$ cat config.mk
export PLATFORM = sky130hd
export DESIGN_NAME = i2c_reg_sequencer
export DESIGN_NICKNAME = d
export VERILOG_FILES = /design/src/rtl/i2c_seq_pkg.sv /design/src/rtl/i2c_seq_wb_port.sv /design/src/rtl/i2c_reg_sequencer.sv
export SDC_FILE = /design/constraint.sdc
export NUM_CORES = 1
export LEC_CHECK = 0
export ABC_AREA = 1
export CORE_ASPECT_RATIO = 0.7
export CORE_MARGIN = 10
export CORE_UTILIZATION = 56
export DETAILED_ROUTE_END_ITERATION = 10
export PLACE_DENSITY = 0.95
export SLEW_MARGIN = 0
export SYNTH_ARGS = -nofsm -noshare
export SYNTH_HDL_FRONTEND = slang
export SYNTH_SLANG_ARGS = --single-unit
export TNS_END_PERCENT = 50
$ cat constraint.sdc
create_clock -name wb_clk_i -period 2.55 [get_ports wb_clk_i]
set_input_delay 0.51 -clock wb_clk_i [delete_from_list [all_inputs] [get_ports wb_clk_i]]
set_output_delay 0.51 -clock wb_clk_i [all_outputs]
set_load 0.01 [all_outputs]
$ cat src/rtl/i2c_seq_pkg.sv
// rtl/i2c_seq_pkg.sv - register map, command bytes, status codes and FSM states for the I2C sequencer
package i2c_seq_pkg;

  // I2C master core register addresses (TXR/RXR and CR/SR share an address)
  localparam logic [2:0] ADR_PRERLO = 3'd0;
  localparam logic [2:0] ADR_PRERHI = 3'd1;
  localparam logic [2:0] ADR_CTR    = 3'd2;
  localparam logic [2:0] ADR_TXR    = 3'd3;
  localparam logic [2:0] ADR_RXR    = 3'd3;
  localparam logic [2:0] ADR_CR     = 3'd4;
  localparam logic [2:0] ADR_SR     = 3'd4;

  // Command register bit positions
  localparam int CR_STA = 7;
  localparam int CR_STO = 6;
  localparam int CR_RD  = 5;
  localparam int CR_WR  = 4;
  localparam int CR_ACK = 3;

  // Status register bit positions
  localparam int SR_RXACK = 7;
  localparam int SR_BUSY  = 6;
  localparam int SR_AL    = 5;
  localparam int SR_TIP   = 1;

  // Core enable written to CTR during init
  localparam logic [7:0] CTR_EN = 8'h80;

  // Command bytes built from the bit positions above
  localparam logic [7:0] CMD_STA_WR      = 8'((1 << CR_STA) | (1 << CR_WR));                 // 0x90
  localparam logic [7:0] CMD_WR          = 8'(1 << CR_WR);                                   // 0x10
  localparam logic [7:0] CMD_WR_STO      = 8'((1 << CR_STO) | (1 << CR_WR));                 // 0x50
  localparam logic [7:0] CMD_RD_NACK_STO = 8'((1 << CR_STO) | (1 << CR_RD) | (1 << CR_ACK)); // 0x68
  localparam logic [7:0] CMD_STO         = 8'(1 << CR_STO);                                  // 0x40

  // Response status codes
  localparam logic [1:0] ST_OK      = 2'b00;
  localparam logic [1:0] ST_NACK    = 2'b01;
  localparam logic [1:0] ST_AL      = 2'b10;
  localparam logic [1:0] ST_TIMEOUT = 2'b11;

  typedef enum logic [3:0] {
    INIT_PRL, INIT_PRH, INIT_CTR, IDLE, WR_TXR, WR_CR,
    POLL_SR, STOP_CR, STOP_POLL, RD_RXR, RESP
  } seq_state_t;

  // Byte loaded into TXR for a given byte phase (phase 3 has no TXR write)
  function automatic logic [7:0] txr_byte(input logic [1:0] phase, input logic rnw,
                                          input logic [6:0] dev, input logic [7:0] reg_idx,
                                          input logic [7:0] wdata);
    case (phase)
      2'd0:    return {dev, 1'b0};
      2'd1:    return reg_idx;
      default: return rnw ? {dev, 1'b1} : wdata;
    endcase
  endfunction

  // Command written to CR for a given byte phase
  function automatic logic [7:0] cr_cmd(input logic [1:0] phase, input logic rnw);
    case (phase)
      2'd0:    return CMD_STA_WR;
      2'd1:    return CMD_WR;
      2'd2:    return rnw ? CMD_STA_WR : CMD_WR_STO;
      default: return CMD_RD_NACK_STO;
    endcase
  endfunction

endpackage

$ cat src/rtl/i2c_seq_wb_port.sv
// rtl/i2c_seq_wb_port.sv - single outstanding Wishbone access towards the I2C master core
module i2c_seq_wb_port (
  input  logic       clk,
  input  logic       rst_n,
  input  logic       start,
  input  logic [2:0] addr,
  input  logic [7:0] data,
  input  logic       we,
  output logic       done,
  output logic [7:0] rdata,
  output logic [2:0] wb_adr_o,
  output logic [7:0] wb_dat_o,
  input  logic [7:0] wb_dat_i,
  output logic       wb_we_o,
  output logic       wb_stb_o,
  input  logic       wb_ack_i
);

  // Launch on start, hold the bus fields until ack, then drop stb and pulse done
  always_ff @(posedge clk) begin
    if (!rst_n) begin
      wb_stb_o <= 1'b0;
      wb_we_o  <= 1'b0;
      wb_adr_o <= 3'd0;
      wb_dat_o <= 8'h00;
      done     <= 1'b0;
      rdata    <= 8'h00;
    end else begin
      done <= 1'b0;
      if (wb_stb_o) begin
        if (wb_ack_i) begin
          wb_stb_o <= 1'b0;
          done     <= 1'b1;
          rdata    <= wb_dat_i;
        end
      end else if (start) begin
        wb_stb_o <= 1'b1;
        wb_adr_o <= addr;
        wb_dat_o <= data;
        wb_we_o  <= we;
      end
    end
  end

endmodule

$ cat src/rtl/i2c_reg_sequencer.sv
// rtl/i2c_reg_sequencer.sv - I2C register read/write sequencer; optional poll timeout via I2C_SEQ_TIMEOUT_EN
module i2c_reg_sequencer
  import i2c_seq_pkg::*;
#(
  parameter logic [15:0] PRESCALE    = 16'd119,
  parameter logic [23:0] TIMEOUT_CYC = 24'd600000
) (
  input  logic       wb_clk_i,
  input  logic       wb_rst_n_i,
  input  logic       req_valid,
  output logic       req_ready,
  input  logic       req_rnw,
  input  logic [6:0] req_dev,
  input  logic [7:0] req_reg,
  input  logic [7:0] req_wdata,
  output logic       rsp_valid,
  output logic [7:0] rsp_rdata,
  output logic [1:0] rsp_status,
  output logic [2:0] wb_adr_o,
  output logic [7:0] wb_dat_o,
  input  logic [7:0] wb_dat_i,
  output logic       wb_we_o,
  output logic       wb_stb_o,
  input  logic       wb_ack_i
);

  seq_state_t state;
  logic [1:0] phase;
  logic       acc_issued, acc_start, acc_done;
  logic       bus_state, acc_we;
  logic [2:0] acc_adr;
  logic [7:0] acc_dat, acc_rdata;
  logic       rnw_q;
  logic [6:0] dev_q;
  logic [7:0] reg_q, wdata_q;
  logic       timed_out;

  i2c_seq_wb_port u_wb_port (
    .clk      (wb_clk_i),
    .rst_n    (wb_rst_n_i),
    .start    (acc_start),
    .addr     (acc_adr),
    .data     (acc_dat),
    .we       (acc_we),
    .done     (acc_done),
    .rdata    (acc_rdata),
    .wb_adr_o (wb_adr_o),
    .wb_dat_o (wb_dat_o),
    .wb_dat_i (wb_dat_i),
    .wb_we_o  (wb_we_o),
    .wb_stb_o (wb_stb_o),
    .wb_ack_i (wb_ack_i)
  );

  // Bus access each state performs; stays stable for the whole state
  always_comb begin
    bus_state = 1'b1;
    acc_adr   = 3'd0;
    acc_dat   = 8'h00;
    acc_we    = 1'b0;
    case (state)
      INIT_PRL:  begin acc_adr = ADR_PRERLO; acc_dat = PRESCALE[7:0];  acc_we = 1'b1; end
      INIT_PRH:  begin acc_adr = ADR_PRERHI; acc_dat = PRESCALE[15:8]; acc_we = 1'b1; end
      INIT_CTR:  begin acc_adr = ADR_CTR;    acc_dat = CTR_EN;         acc_we = 1'b1; end
      WR_TXR:    begin acc_adr = ADR_TXR; acc_dat = txr_byte(phase, rnw_q, dev_q, reg_q, wdata_q); acc_we = 1'b1; end
      WR_CR:     begin acc_adr = ADR_CR;  acc_dat = cr_cmd(phase, rnw_q); acc_we = 1'b1; end
      STOP_CR:   begin acc_adr = ADR_CR;  acc_dat = CMD_STO;              acc_we = 1'b1; end
      POLL_SR:   acc_adr = ADR_SR;
      STOP_POLL: acc_adr = ADR_SR;
      RD_RXR:    acc_adr = ADR_RXR;
      default:   bus_state = 1'b0;
    endcase
  end

`ifdef I2C_SEQ_TIMEOUT_EN
  logic [23:0] poll_cnt;

  // Count cycles spent polling; cleared whenever the FSM leaves the poll states
  always_ff @(posedge wb_clk_i) begin
    if (!wb_rst_n_i || !(state == POLL_SR || state == STOP_POLL)) poll_cnt <= 24'd0;
    else if (poll_cnt != 24'hFF_FFFF) poll_cnt <= poll_cnt + 24'd1;
  end

  assign timed_out = (state == POLL_SR || state == STOP_POLL) && (poll_cnt >= TIMEOUT_CYC);
`else
  logic unused_timeout;
  assign unused_timeout = ^TIMEOUT_CYC;
  assign timed_out = 1'b0;
`endif

  // Sequencer FSM: init, accept request, walk the byte phases, recover from errors, respond
  always_ff @(posedge wb_clk_i) begin
    if (!wb_rst_n_i) begin
      state      <= INIT_PRL;
      phase      <= 2'd0;
      acc_issued <= 1'b0;
      acc_start  <= 1'b0;
      req_ready  <= 1'b0;
      rsp_valid  <= 1'b0;
      rsp_rdata  <= 8'h00;
      rsp_status <= ST_OK;
      rnw_q      <= 1'b0;
      dev_q      <= 7'd0;
      reg_q      <= 8'h00;
      wdata_q    <= 8'h00;
    end else begin
      acc_start <= 1'b0;
      if (bus_state && !acc_issued) begin
        acc_start  <= 1'b1;
        acc_issued <= 1'b1;
      end
      if (acc_done) acc_issued <= 1'b0;

      case (state)
        INIT_PRL: if (acc_done) state <= INIT_PRH;
        INIT_PRH: if (acc_done) state <= INIT_CTR;
        INIT_CTR: if (acc_done) begin
          state     <= IDLE;
          req_ready <= 1'b1;
        end
        IDLE: if (req_valid && req_ready) begin
          rnw_q     <= req_rnw;
          dev_q     <= req_dev;
          reg_q     <= req_reg;
          wdata_q   <= req_wdata;
          phase     <= 2'd0;
          req_ready <= 1'b0;
          state     <= WR_TXR;
        end
        WR_TXR: if (acc_done) state <= WR_CR;
        WR_CR:  if (acc_done) state <= POLL_SR;
        POLL_SR: if (acc_done) begin
          if (acc_rdata[SR_AL]) begin
            rsp_status <= ST_AL;
            state      <= STOP_POLL;
          end else if (!acc_rdata[SR_TIP]) begin
            // RxACK after the read byte is the master's own NACK, not a device error
            if (phase != 2'd3 && acc_rdata[SR_RXACK]) begin
              rsp_status <= ST_NACK;
              state      <= STOP_CR;
            end else if (phase == 2'd3) begin
              state <= RD_RXR;
            end else if (phase == 2'd2 && !rnw_q) begin
              rsp_status <= ST_OK;
              rsp_rdata  <= 8'h00;
              rsp_valid  <= 1'b1;
              state      <= RESP;
            end else begin
              phase <= phase + 2'd1;
              state <= (phase == 2'd2) ? WR_CR : WR_TXR;
            end
          end
        end
        STOP_CR: if (acc_done) state <= STOP_POLL;
        STOP_POLL: if (acc_done && !acc_rdata[SR_BUSY]) begin
          rsp_rdata <= 8'h00;
          rsp_valid <= 1'b1;
          state     <= RESP;
        end
        RD_RXR: if (acc_done) begin
          rsp_rdata  <= acc_rdata;
          rsp_status <= ST_OK;
          rsp_valid  <= 1'b1;
          state      <= RESP;
        end
        RESP: begin
          rsp_valid <= 1'b0;
          req_ready <= 1'b1;
          state     <= IDLE;
        end
        default: state <= INIT_PRL;
      endcase

      // Poll limit reached: abandon without STO and report timeout
      if (acc_done && timed_out) begin
        rsp_status <= ST_TIMEOUT;
        rsp_rdata  <= 8'h00;
        rsp_valid  <= 1'b1;
        state      <= RESP;
      end
    end
  end

endmodule
==> impl_metrics.csv, run 1 <==
group,metric,value,unit
status,status,"finished, final reports clean",
power_and_ir_drop,vdd_drop_max,0.484,mV
clocking,h-tree-depth,3,
clocking,ctsHoldBuffers,0,
yosys,ys_async_sr_fraction,0,%
cells_and_area,final_nets,576,
detailed_routing,wl_met2,4.31,mm
yosys,synth_top_area_share,41.3,%
detailed_routing,drt-initial-drc-count,351,
yosys,ys_types,28,
yosys,synth_edf_count,0,
worst_setup_path,cp.required,2.82,ns
global_route,grt_overflow_total,0,
clocking,clkSinkCount,66,
global_route,grt_pass1_wl,15.2,mm
detailed_routing,top_layer_used,"met4",
placed_design,postPlaceCellArea,0.00386,mm2
timing,fin_crit,2.02,ns
job,cap_violations,0,
floorplan,die_y,83.3,um
power_and_ir_drop,cellPowerDensity,859,mW/mm2
worst_setup_path,critPathKind,"flop to flop",
worst_setup_path,crit_chain,"inv_1, ha_1, nor2_1, o21ai_0, o21ai_0, nand2_1, nand2_1, nand2_1, a21oi_1",
clocking,cts_inserted_buffers,9,
yosys,yosys_warnings,0,
clocking,cts_setup_buffers,0,
worst_setup_path,reg2reg_from,"phase[0]",
timing,max_freq,496,MHz
yosys,synthTopCellsByCount,"100 x nand2_1, 66 x dfxtp_1, 60 x inv_1, 56 x a21oi_1, 54 x o21ai_0",
global_route,grt_max_degree,50,
power_and_ir_drop,p_leak,0.00167,uW
worst_setup_path,slowest_delay,0.45,ns
global_route,grt_pass1_vias,3191,
worst_setup_path,end_kind,"flop",
timing,setup_viol,0,
timing,finalClockSkew,0.0101,ns
yosys,postSynthAreaPerCell,6.77,um2
placed_design,globalplace.congestion,1.00,
worst_setup_path,crit_start,"phase[0]",
worst_setup_path,cp_slowest_cell,"nor2_1",
cells_and_area,final_cells,612,
clocking,cts_tree,"yes",
floorplan,ios,61,
placed_design,port_buffers,60,
timing,post-route-period-util,79.0,%
clocking,clkLatencyLatePin,0.35,ns
detailed_routing,wire_per_inst,15.2,um
timing,hold_viol,0,
worst_setup_path,cp_data_arrival_time,2.29,ns
yosys,synth.top_cells.by_area,"dfxtp_1 41%, nand2_1 12%, a21oi_1 8.8%, o21ai_0 8.4%, inv_1 7.0%",
timing,slew_violations,0,
power_and_ir_drop,power.total,3470,uW
detailed_routing,post_drt_via_cell_ratio,5.46,
detailed_routing,wl_met3,974,um
clocking,clk_pin_slew,0.06,ns
timing,rsz0062_at_grt,"no",
yosys,synth_ff_type,"dfxtp_1",
worst_setup_path,crit_fanout,8,
timing,whs,0.429,ns
global_route,grt.total_usage,20.2,%
worst_setup_path,critPathMostFrequentCell,"nand2_1",
cells_and_area,antenna_cells,0,
detailed_routing,ant_nets,0,
detailed_routing,drc_errors,0,
yosys,syn_inst,473,
floorplan,fp-row-count,22,
floorplan,die-area,0.00919,mm2
hold_path,hold_start,"acc_issued",
hold_path,hp-class,"flop to flop",
timing,finalSetupTns,0,ns
detailed_routing,firstDrtPassIters,6,
floorplan,initial_core_util,59.3,%
global_route,antenna_found_initial,0,
yosys,syn_area,0.00320,mm2
cells_and_area,final_area,0.00404,mm2
yosys,yosysTopAreaCell,"dfxtp_1",
floorplan,fp.coreArea,0.00540,mm2
floorplan,die_w,110,um
yosys,synth.most_common_cell,"nand2_1",
timing,worstMarginPinSlew,0.606,ns
clocking,clk_path_buf_depth,2,
clocking,clock-root-buffer,"clkbuf_8",
clocking,post_cts_resized,0,
timing,maxSlewHeadroom,59.5,%
worst_setup_path,critPathLaunchType,"flop",
yosys,synth.ff_latch_count,66,
cells_and_area,syn2layout_area_growth,26.1,%
detailed_routing,met1Wirelength,3.93,mm
detailed_routing,finalWirelength,9.33,mm
yosys,seq_area_frac_synth,41.3,%
cells_and_area,drive_gt1_share,7.41,%
yosys,syn-num-nets,514,
detailed_routing,vias,3340,
placed_design,dp.cells,596,
placed_design,dp_hpwl,6.99,mm
-- path summary, 6_finish.rpt --
kind                                               to  slack [ns]  cells past startpoint
worst max register to register  u_wb_port.wb_dat_o[0]        0.53                      9
worst min register to register              acc_start        0.43                      1
worst min-delay path                        acc_start        0.43                      1
worst max-delay path            u_wb_port.wb_dat_o[0]        0.53                      9
-- state kept, by name (all words and copies together) (netlist names), 2 cells and up --
name                cells
u_wb_port.wb_dat_o      8
rsp_status              2
phase                   2
state                   4
dev_q                   7
wdata_q                 8
reg_q                   8
rsp_rdata               8
u_wb_port.wb_adr_o      3
u_wb_port.rdata         8
-- per-stage QoR --
| stage | util, % | worst slack [ns] |
|---|---|---|
| 6_report | 74.9 | 0.534 |
| 5_1_grt | 74.9 | 0.296 |
| 4_1_cts | 74.9 | 0.603 |
| 3_5_place_dp | 71.5 | 0.567 |
| 3_3_place_gp | 71.5 | 0.628 |
| 2_1_floorplan | - | 1.04 |
-- logic make-up after synthesis --
family | Yosys count | synth area share (%)
AND/OR/NAND/NOR | 200 | 26.9
AO/OA/AOI/OAI | 120 | 19.3
buffers and inverters | 82 | 10.5
flip-flops | 66 | 41.3
adder cells (fa/ha/maj) | 5 | 1.95
-- report_power, final --
part	switching (uW)	internal [uW]	leakage, uW
combinational	784	532	0.00104
clock	377	430	0.0000965
sequential	157	1190	0.000535
total	1320	2150	0.00167
-- area by class of cell --
class | count | area, um2
multi-input cells | 325 | 1540
repair buffers | 67 | 653
clock inverters | 2 | 10.0
fillers | 429 | 1360
well taps | 72 | 90.1
clock buffers | 14 | 173
inverters | 66 | 248
flip-flops and latches | 66 | 1320
-- layer usage --
metal,vias up,GRT usage [%]
met1,1513,27.1
met5,-,0
met3,14,4.86
li1,1644,-
met2,169,31.4
met4,0,5.20
-- worst max-delay path, delay by kind of cell (launching register included) --
kind	cells	cell delay [ns]
AO/OA/AOI/OAI	3	0.45
adder cells (fa/ha/maj)	1	0.29
buffers and inverters	1	0.11
flip-flops	1	0.42
AND/OR/NAND/NOR	4	0.66
-- layout by cell type (no fill, tap or decap) --
cell type	instances
nor2_2	5
nand2_1	100
inv_1	60
nor2_1	53
nand2_4	1
a31oi_1	2
nor3_2	1
inv_2	3
ha_1	5
o21a_1	1
a21oi_1	56
clkbuf_1	2
nand3_2	1
clkinv_1	3
o21ai_0	54
o221ai_1	1
o22ai_1	4
clkinv_2	2
nor3_1	2
clkbuf_8	12
o21ai_1	1
nand3b_2	1
nand2_2	4
nor2_4	3
clkdlybuf4s50_1	60
nand3_1	29
buf_4	7
o211a_1	1
dfxtp_1	66
Note: power is estimated with default switching activity, not from simulation.
==> run 2, diff against run 1 <==
CORE_UTILIZATION = 52   (was 56)
PLACE_DENSITY = 0.91   (was 0.95)
clock period = 2.1 ns   (was 2.55 ns; I/O delays follow)
==> run 2 against run 1 <==
  * Flip-flop and latch count did not move
  * Critical path depth fell by 2
  * Global-route usage shrank 1.3 points
  * Power grew 32%
  * Largest power group unchanged
==> impl_metrics.csv, run 2 (synthesis results as in run 1) <==
group,metric,value,unit
cells_and_area,final_cell_mix,"100 x nand2_1, 66 x dfxtp_1, 60 x inv_1, 60 x clkdlybuf4s50_1, 56 x a21oi_1",
clocking,clk_path_buf_depth,2,
power_and_ir_drop,switching_power,1600,uW
worst_setup_path,slowest_delay,0.51,ns
detailed_routing,firstDrtPassIters,5,
status,status,"finished, final reports clean",
cells_and_area,antenna_cells,0,
timing,hold_viol,0,
power_and_ir_drop,p_clk_share,29.2,%
placed_design,dp_hpwl,6.94,mm
floorplan,die_y,85.7,um
timing,finalClockSkew,0.00795,ns
detailed_routing,drt-initial-drc-count,249,
hold_path,hold_start,"acc_issued",
hold_path,min_path_cells,1,
worst_setup_path,ff2ff_path_depth,7,
cells_and_area,final_area,0.00416,mm2
floorplan,fp-row-count,23,
timing,fin_crit,1.85,ns
worst_setup_path,critPathLaunchType,"flop",
global_route,grt_pass1_wl,15.0,mm
detailed_routing,ant_nets,0,
hold_path,hp-class,"flop to flop",
cells_and_area,final_nets,582,
timing,worstMarginPinSlew,0.429,ns
worst_setup_path,critPathKind,"flop to flop",
power_and_ir_drop,pwr-share-comb,35.4,%
power_and_ir_drop,p_sw_share,34.9,%
detailed_routing,post_drt_via_cell_ratio,5.23,
placed_design,globalplace.congestion,0.928,
global_route,antenna_found_initial,0,
worst_setup_path,crit_fanout,11,
worst_setup_path,rr_endpoint,"rsp_rdata[4]",
clocking,post_cts_resized,0,
detailed_routing,drc_errors,0,
power_and_ir_drop,vdd_drop_max,0.696,mV
timing,maxSlewHeadroom,71.3,%
detailed_routing,wire_per_inst,14.6,um
floorplan,die_w,114,um
clocking,cts_setup_buffers,0,
clocking,clkLatencyLatePin,0.35,ns
power_and_ir_drop,p_leak,0.00173,uW
timing,slew_violations,0,
clocking,h-tree-depth,3,
worst_setup_path,crit_chain,"inv_2, nor2_2, nand2_1, nand2_1, nand2_2, nor2_1, nor2_1",
global_route,grt_max_degree,50,
floorplan,die-area,0.00975,mm2
worst_setup_path,cp.required,2.35,ns
worst_setup_path,worst-path-buf-inv,1,
worst_setup_path,crit_start,"state[2]",
cells_and_area,syn2layout_area_growth,29.9,%
cells_and_area,drive_gt1_share,8.61,%
power_and_ir_drop,power.internal,2980,uW
clocking,cts_tree,"yes",
timing,max_freq,542,MHz
timing,finalSetupTns,0,ns
clocking,clock-root-buffer,"clkbuf_8",
cells_and_area,final_common_cell,"nand2_1",
clocking,cts_inserted_buffers,9,
timing,setup_viol,0,
worst_setup_path,end_kind,"flop",
power_and_ir_drop,cellPowerDensity,1100,mW/mm2
floorplan,fp.coreArea,0.00584,mm2
detailed_routing,finalWirelength,9.05,mm
global_route,grt.total_usage,18.8,%
timing,rsz0062_at_grt,"no",
power_and_ir_drop,seqPwrFrac,35.4,%
hold_path,holdPathEnd,"acc_start",
clocking,clk_pin_slew,0.07,ns
job,cap_violations,0,
floorplan,initial_core_util,54.8,%
worst_setup_path,cp_data_arrival_time,2.09,ns
clocking,clkSinkCount,66,
clocking,ctsHoldBuffers,0,
detailed_routing,vias,3245,
worst_setup_path,rrSetupSlack,0.25,ns
timing,post-route-period-util,87.9,%
worst_setup_path,cp_slowest_cell,"dfxtp_1",
global_route,grt_pass1_vias,3129,
placed_design,postPlaceCellArea,0.00391,mm2
global_route,grt_overflow_total,0,
floorplan,ios,61,
worst_setup_path,reg2reg_from,"state[2]",
worst_setup_path,crit_family,"simple AND/OR/NAND/NOR gates",
placed_design,port_buffers,60,
run 2: changes by cell type in the layout (fill, tap and decap cells not counted):
cell / previous run / this run
buf_4: 7 / 13
bufinv_16: 0 / 3
clkbuf_1: 2 / 1
clkbuf_8: 12 / 11
clkinv_2: 2 / 0
clkinvlp_4: 0 / 1
run 2: power by group through the flow:
| stage | registers [uW] | logic (uW) | clock network [uW] |
|---|---|---|---|
| 3_3_place_gp | 1640 | 1570 | 0 |
| 2_1_floorplan | 1630 | 985 | 0 |
| 6_report | 1620 | 1620 | 1340 |
| 4_1_cts | 1610 | 1610 | 1350 |
| 5_1_grt | 1650 | 1800 | 1420 |
| 3_5_place_dp | 1640 | 1590 | 0 |
run 2: worst max path at each step:
stage               cells after the start                     to  slack [ns]
floorplan                               9  u_wb_port.wb_dat_o[0]        0.59
global placement                        6             wdata_q[4]        0.33
detailed placement                      6             wdata_q[2]        0.25
CTS                                     7           rsp_rdata[4]        0.31
global route                            8           rsp_rdata[3]        0.07
finish                                  7           rsp_rdata[4]        0.25
run 2: metrics by stage:
stage / setup slack (ns) / total power (uW) / utilization, % / instances / hold WS [ns]
floorplan: 0.592 / 2610 / - / 473 / 0.401
global placement: 0.333 / 3210 / 66.8 / 605 / 0.410
detailed placement: 0.249 / 3230 / 66.8 / 605 / 0.417
CTS: 0.313 / 4580 / 71.2 / 621 / 0.427
global route: 0.0719 / 4870 / 71.2 / 621 / 0.456
finish: 0.254 / 4570 / 71.2 / 621 / 0.426
run 2: area by class of cell:
| type | instances | area [um2] |
|---|---|---|
| Fill cell | 501 | 1680 |
| Multi-Input combinational cell | 325 | 1540 |
| Sequential cell | 66 | 1320 |
| Timing Repair Buffer | 73 | 698 |
| Inverter | 66 | 248 |
| Clock buffer | 12 | 155 |
| Clock inverter | 4 | 97.6 |
| Tap cell | 75 | 93.8 |
run 2: worst reg2reg max path: stages, from the launching register on:
cell	delay (ns)
dfxtp_1	0.51
inv_2	0.13
nor2_2	0.24
nand2_1	0.16
nand2_1	0.32
nand2_2	0.18
nor2_1	0.14
nor2_1	0.06
run 2: per-layer routing:
layer / wire [um] / vias to the layer above / global-route usage, %
li1: - / 1655 / -
met1: 4170 / 1481 / 24.5
met2: 4080 / 98 / 29.2
met3: 682 / 11 / 5.71
met4: 117 / 0 / 6.13
met5: 0 / - / 0
==> run 3, diff against run 2 <==
ABC_AREA = unset   (was 1)
CORE_UTILIZATION = 51   (was 52)
PLACE_DENSITY = 0.77   (was 0.91)
SLEW_MARGIN = 20   (was 0)
==> run 3 against run 2 <==
  * Final area is 2.6% lower
  * Largest power group unchanged
  * Synthesized area is 3.3% lower
  * Hold slack better by 0.020 ns
  * Utilization is 1.5 points lower
  * Non-clock buffer count is 7 higher
  * Clock-buffer cell count is 1 lower
  * Clock skew is 0.0024 ns lower
  * Register-to-register slack worse by 0.15 ns
  * Critical path depth is 1 higher
  * Largest cell class unchanged
==> impl_metrics.csv, run 3 <==
group,metric,value,unit
status,status,"finished, final reports clean",
power_and_ir_drop,p_leak,0.00141,uW
clocking,clkSinkCount,66,
detailed_routing,finalWirelength,7.86,mm
detailed_routing,drc_errors,0,
timing,max_freq,501,MHz
power_and_ir_drop,cellPowerDensity,639,mW/mm2
cells_and_area,multi_input_area,0.00164,mm2
yosys,syn_inst,374,
yosys,yosysTopAreaCell,"dfxtp_1",
detailed_routing,wire_per_inst,15.3,um
timing,whs,0.446,ns
cells_and_area,nFillCells,499,
cells_and_area,antenna_cells,0,
clocking,clk_path_buf_depth,2,
clocking,cts_setup_buffers,0,
clocking,cts_inserted_buffers,9,
detailed_routing,firstDrtPassIters,5,
hold_path,holdPathEnd,"rsp_rdata[1]",
yosys,synthTopCellsByCount,"89 x nand2_1, 66 x dfxtp_1, 27 x a21boi_0, 23 x clkbuf_1, 15 x nor2b_1",
cells_and_area,utilization,69.7,%
cells_and_area,final_common_cell,"nand2_1",
timing,fin_crit,2.00,ns
worst_setup_path,ff2ff_path_depth,8,
clocking,cts_tree,"yes",
worst_setup_path,cp_slowest_cell,"a222oi_1",
global_route,antenna_found_initial,0,
clocking,ctsHoldBuffers,0,
detailed_routing,ant_nets,0,
yosys,synth_xor_area_share,0.283,%
yosys,synth_ff_type,"dfxtp_1",
floorplan,fp.coreArea,0.00581,mm2
worst_setup_path,crit_family,"compound AO/OA/AOI/OAI gates",
hold_path,hold_start,"rsp_rdata[1]",
power_and_ir_drop,p_clk_share,41.5,%
timing,worst_slack,0.103,ns
power_and_ir_drop,pwr-share-comb,8.3,%
worst_setup_path,slowest_delay,0.46,ns
cells_and_area,seqCellArea,0.00132,mm2
floorplan,die-area,0.00964,mm2
timing,setup_viol,0,
timing,worstMarginPinSlew,0.505,ns
yosys,synth_compound_area_share,23.9,%
yosys,syn_area,0.00310,mm2
global_route,grt.total_usage,16.6,%
hold_path,hp-class,"flop to flop",
cells_and_area,final_cell_mix,"89 x nand2_1, 64 x dfxtp_1, 59 x clkdlybuf4s50_1",
detailed_routing,vias,2891,
yosys,syn-num-nets,415,
global_route,grt_max_degree,42,
timing,post-route-period-util,95.1,%
floorplan,die_w,113,um
clocking,h-tree-depth,3,
yosys,synth_edf_count,0,
timing,finalSetupTns,0,ns
worst_setup_path,crit_chain,"inv_1, ha_2, nor2b_1, or2_4, a222oi_1, buf_4, o21ai_0, o221a_2",
worst_setup_path,cp_data_arrival_time,2.23,ns
cells_and_area,final_cells,515,
power_and_ir_drop,p_sw_share,22.1,%
power_and_ir_drop,vdd_drop_max,0.415,mV
timing,hold_viol,0,
global_route,grt_pass1_wl,13.4,mm
placed_design,dpl_worst_slack,0.0302,ns
detailed_routing,drt-initial-drc-count,147,
worst_setup_path,critPathKind,"flop to flop",
worst_setup_path,end_kind,"flop",
worst_setup_path,rr_endpoint,"u_wb_port.wb_dat_o[6]",
yosys,muxShareOfSynthArea,1.29,%
global_route,grt_pass1_vias,2822,
power_and_ir_drop,seqPwrFrac,50.1,%
hold_path,min_path_cells,2,
yosys,yosys.area_share.simple,24.9,%
cells_and_area,drive_gt1_share,11.1,%
worst_setup_path,reg2reg_from,"phase[1]",
worst_setup_path,critPathLaunchType,"flop",
floorplan,fp-row-count,23,
global_route,grt_overflow_total,0,
cells_and_area,final_nets,476,
clocking,clock-root-buffer,"clkbuf_8",
power_and_ir_drop,switching_power,573,uW
yosys,synth_top_area_share,42.7,%
yosys,yosys_warnings,0,
timing,finalClockSkew,0.00558,ns
timing,rsz0062_at_grt,"yes",
yosys,ys_types,52,
power_and_ir_drop,power.internal,2010,uW
yosys,synth.most_common_cell,"nand2_1",
clocking,clkLatencyLatePin,0.34,ns
worst_setup_path,worst-path-buf-inv,2,
placed_design,dp.cells,499,
yosys,synth_top_family_by_area,"simple AND/OR/NAND/NOR gates",
yosys,ys_async_sr_fraction,0,%
floorplan,ios,61,
worst_setup_path,crit_fanout,5,
timing,slew_violations,0,
job,cap_violations,0,
worst_setup_path,cp.required,2.33,ns
clocking,post_cts_resized,0,
detailed_routing,post_drt_via_cell_ratio,5.61,
yosys,seq_area_frac_synth,42.7,%
cells_and_area,syn2layout_area_growth,30.8,%
yosys,postSynthAreaPerCell,8.28,um2
worst_setup_path,rrSetupSlack,0.10,ns
clocking,clk_pin_slew,0.07,ns
placed_design,port_buffers,60,
floorplan,die_y,85.2,um
timing,maxSlewHeadroom,66.3,%
placed_design,globalplace.congestion,0.873,
placed_design,dp_hpwl,5.76,mm
yosys,synth.ff_latch_count,66,
yosys,synth.top_cells.by_area,"dfxtp_1 43%, nand2_1 11%, a21boi_0 6.5%, nor2b_1 3.0%, clkbuf_1 2.8%",
yosys,synth_fa_ha_area_share,2.02,%
floorplan,initial_core_util,53.3,%
run 3: changes by cell type after synthesis, sizes merged, moves of 11 or more:
cell,before,now
a21oi,56,9
nand2,105,89
nand3,30,6
nor2b,0,15
inv,63,5
nand4,0,11
a21boi,0,35
o21ai,55,23
clkbuf,9,23
nor2,61,9
run 3: worst register-to-register path, delay by kind of cell, from the launching register on:
kind | cells | cell delay (ns)
AO/OA/AOI/OAI | 3 | 0.77
adder cells (fa/ha/maj) | 1 | 0.20
buffers and inverters | 2 | 0.27
flip-flops | 1 | 0.35
AND/OR/NAND/NOR | 2 | 0.31
run 3: layer usage:
| metal | part of all wire (%) | GRT usage [%] | vias up |
|---|---|---|---|
| li1 | - | - | 1449 |
| met5 | 0 | 0 | - |
| met1 | 47 | 22.1 | 1333 |
| met3 | 7.1 | 5.20 | 13 |
| met2 | 44 | 24.8 | 96 |
| met4 | 1.4 | 5.63 | 0 |
run 3: stage by stage:
stage	power [uW]	cell area (um2)
3_3_place_gp	1540	3830
5_1_grt	2690	4050
6_report	2590	4050
4_1_cts	2610	4030
3_5_place_dp	1540	3830
2_1_floorplan	1420	3100
run 3: area by class of cell:
| cell class | instances | share of cell area, % |
|---|---|---|
| Inverter | 5 | 0.463 |
| Clock buffer | 11 | 3.74 |
| Timing Repair Buffer | 80 | 19.0 |
| Sequential cell | 66 | 32.7 |
| Clock inverter | 5 | 1.30 |
| Multi-Input combinational cell | 273 | 40.5 |
| Tap cell | 75 | 2.32 |
run 3: power groups by stage:
stage               Clock, uW  Sequential, uW  Combinational [uW]
finish                   1070            1300                 216
global route             1150            1300                 237
CTS                      1100            1300                 217
detailed placement          0            1330                 216
global placement            0            1320                 214
floorplan                   0            1330                88.4
run 3: how the worst max path moves through the flow:
| stage | startpoint | end | cells past startpoint | slack [ns] |
|---|---|---|---|---|
| global route | phase[1] | u_wb_port.wb_dat_o[6] | 8 | -0.02 |
| detailed placement | req_valid | state[2] | 6 | 0.03 |
| global placement | req_valid | state[2] | 6 | 0.07 |
| finish | phase[1] | u_wb_port.wb_dat_o[6] | 8 | 0.10 |
| CTS | phase[1] | u_wb_port.wb_dat_o[6] | 8 | 0.09 |
| floorplan | phase[0] | u_wb_port.wb_dat_o[6] | 7 | 0.35 |
run 3: logic make-up (layout without fill, tap and decap cells):
kind of cell	Yosys count	in the layout
multiplexers	4	4
flip-flops	66	66
AO/OA/AOI/OAI	105	105
buffers and inverters	35	101
adder cells (fa/ha/maj)	5	5
AND/OR/NAND/NOR	158	158
XOR/XNOR	1	1
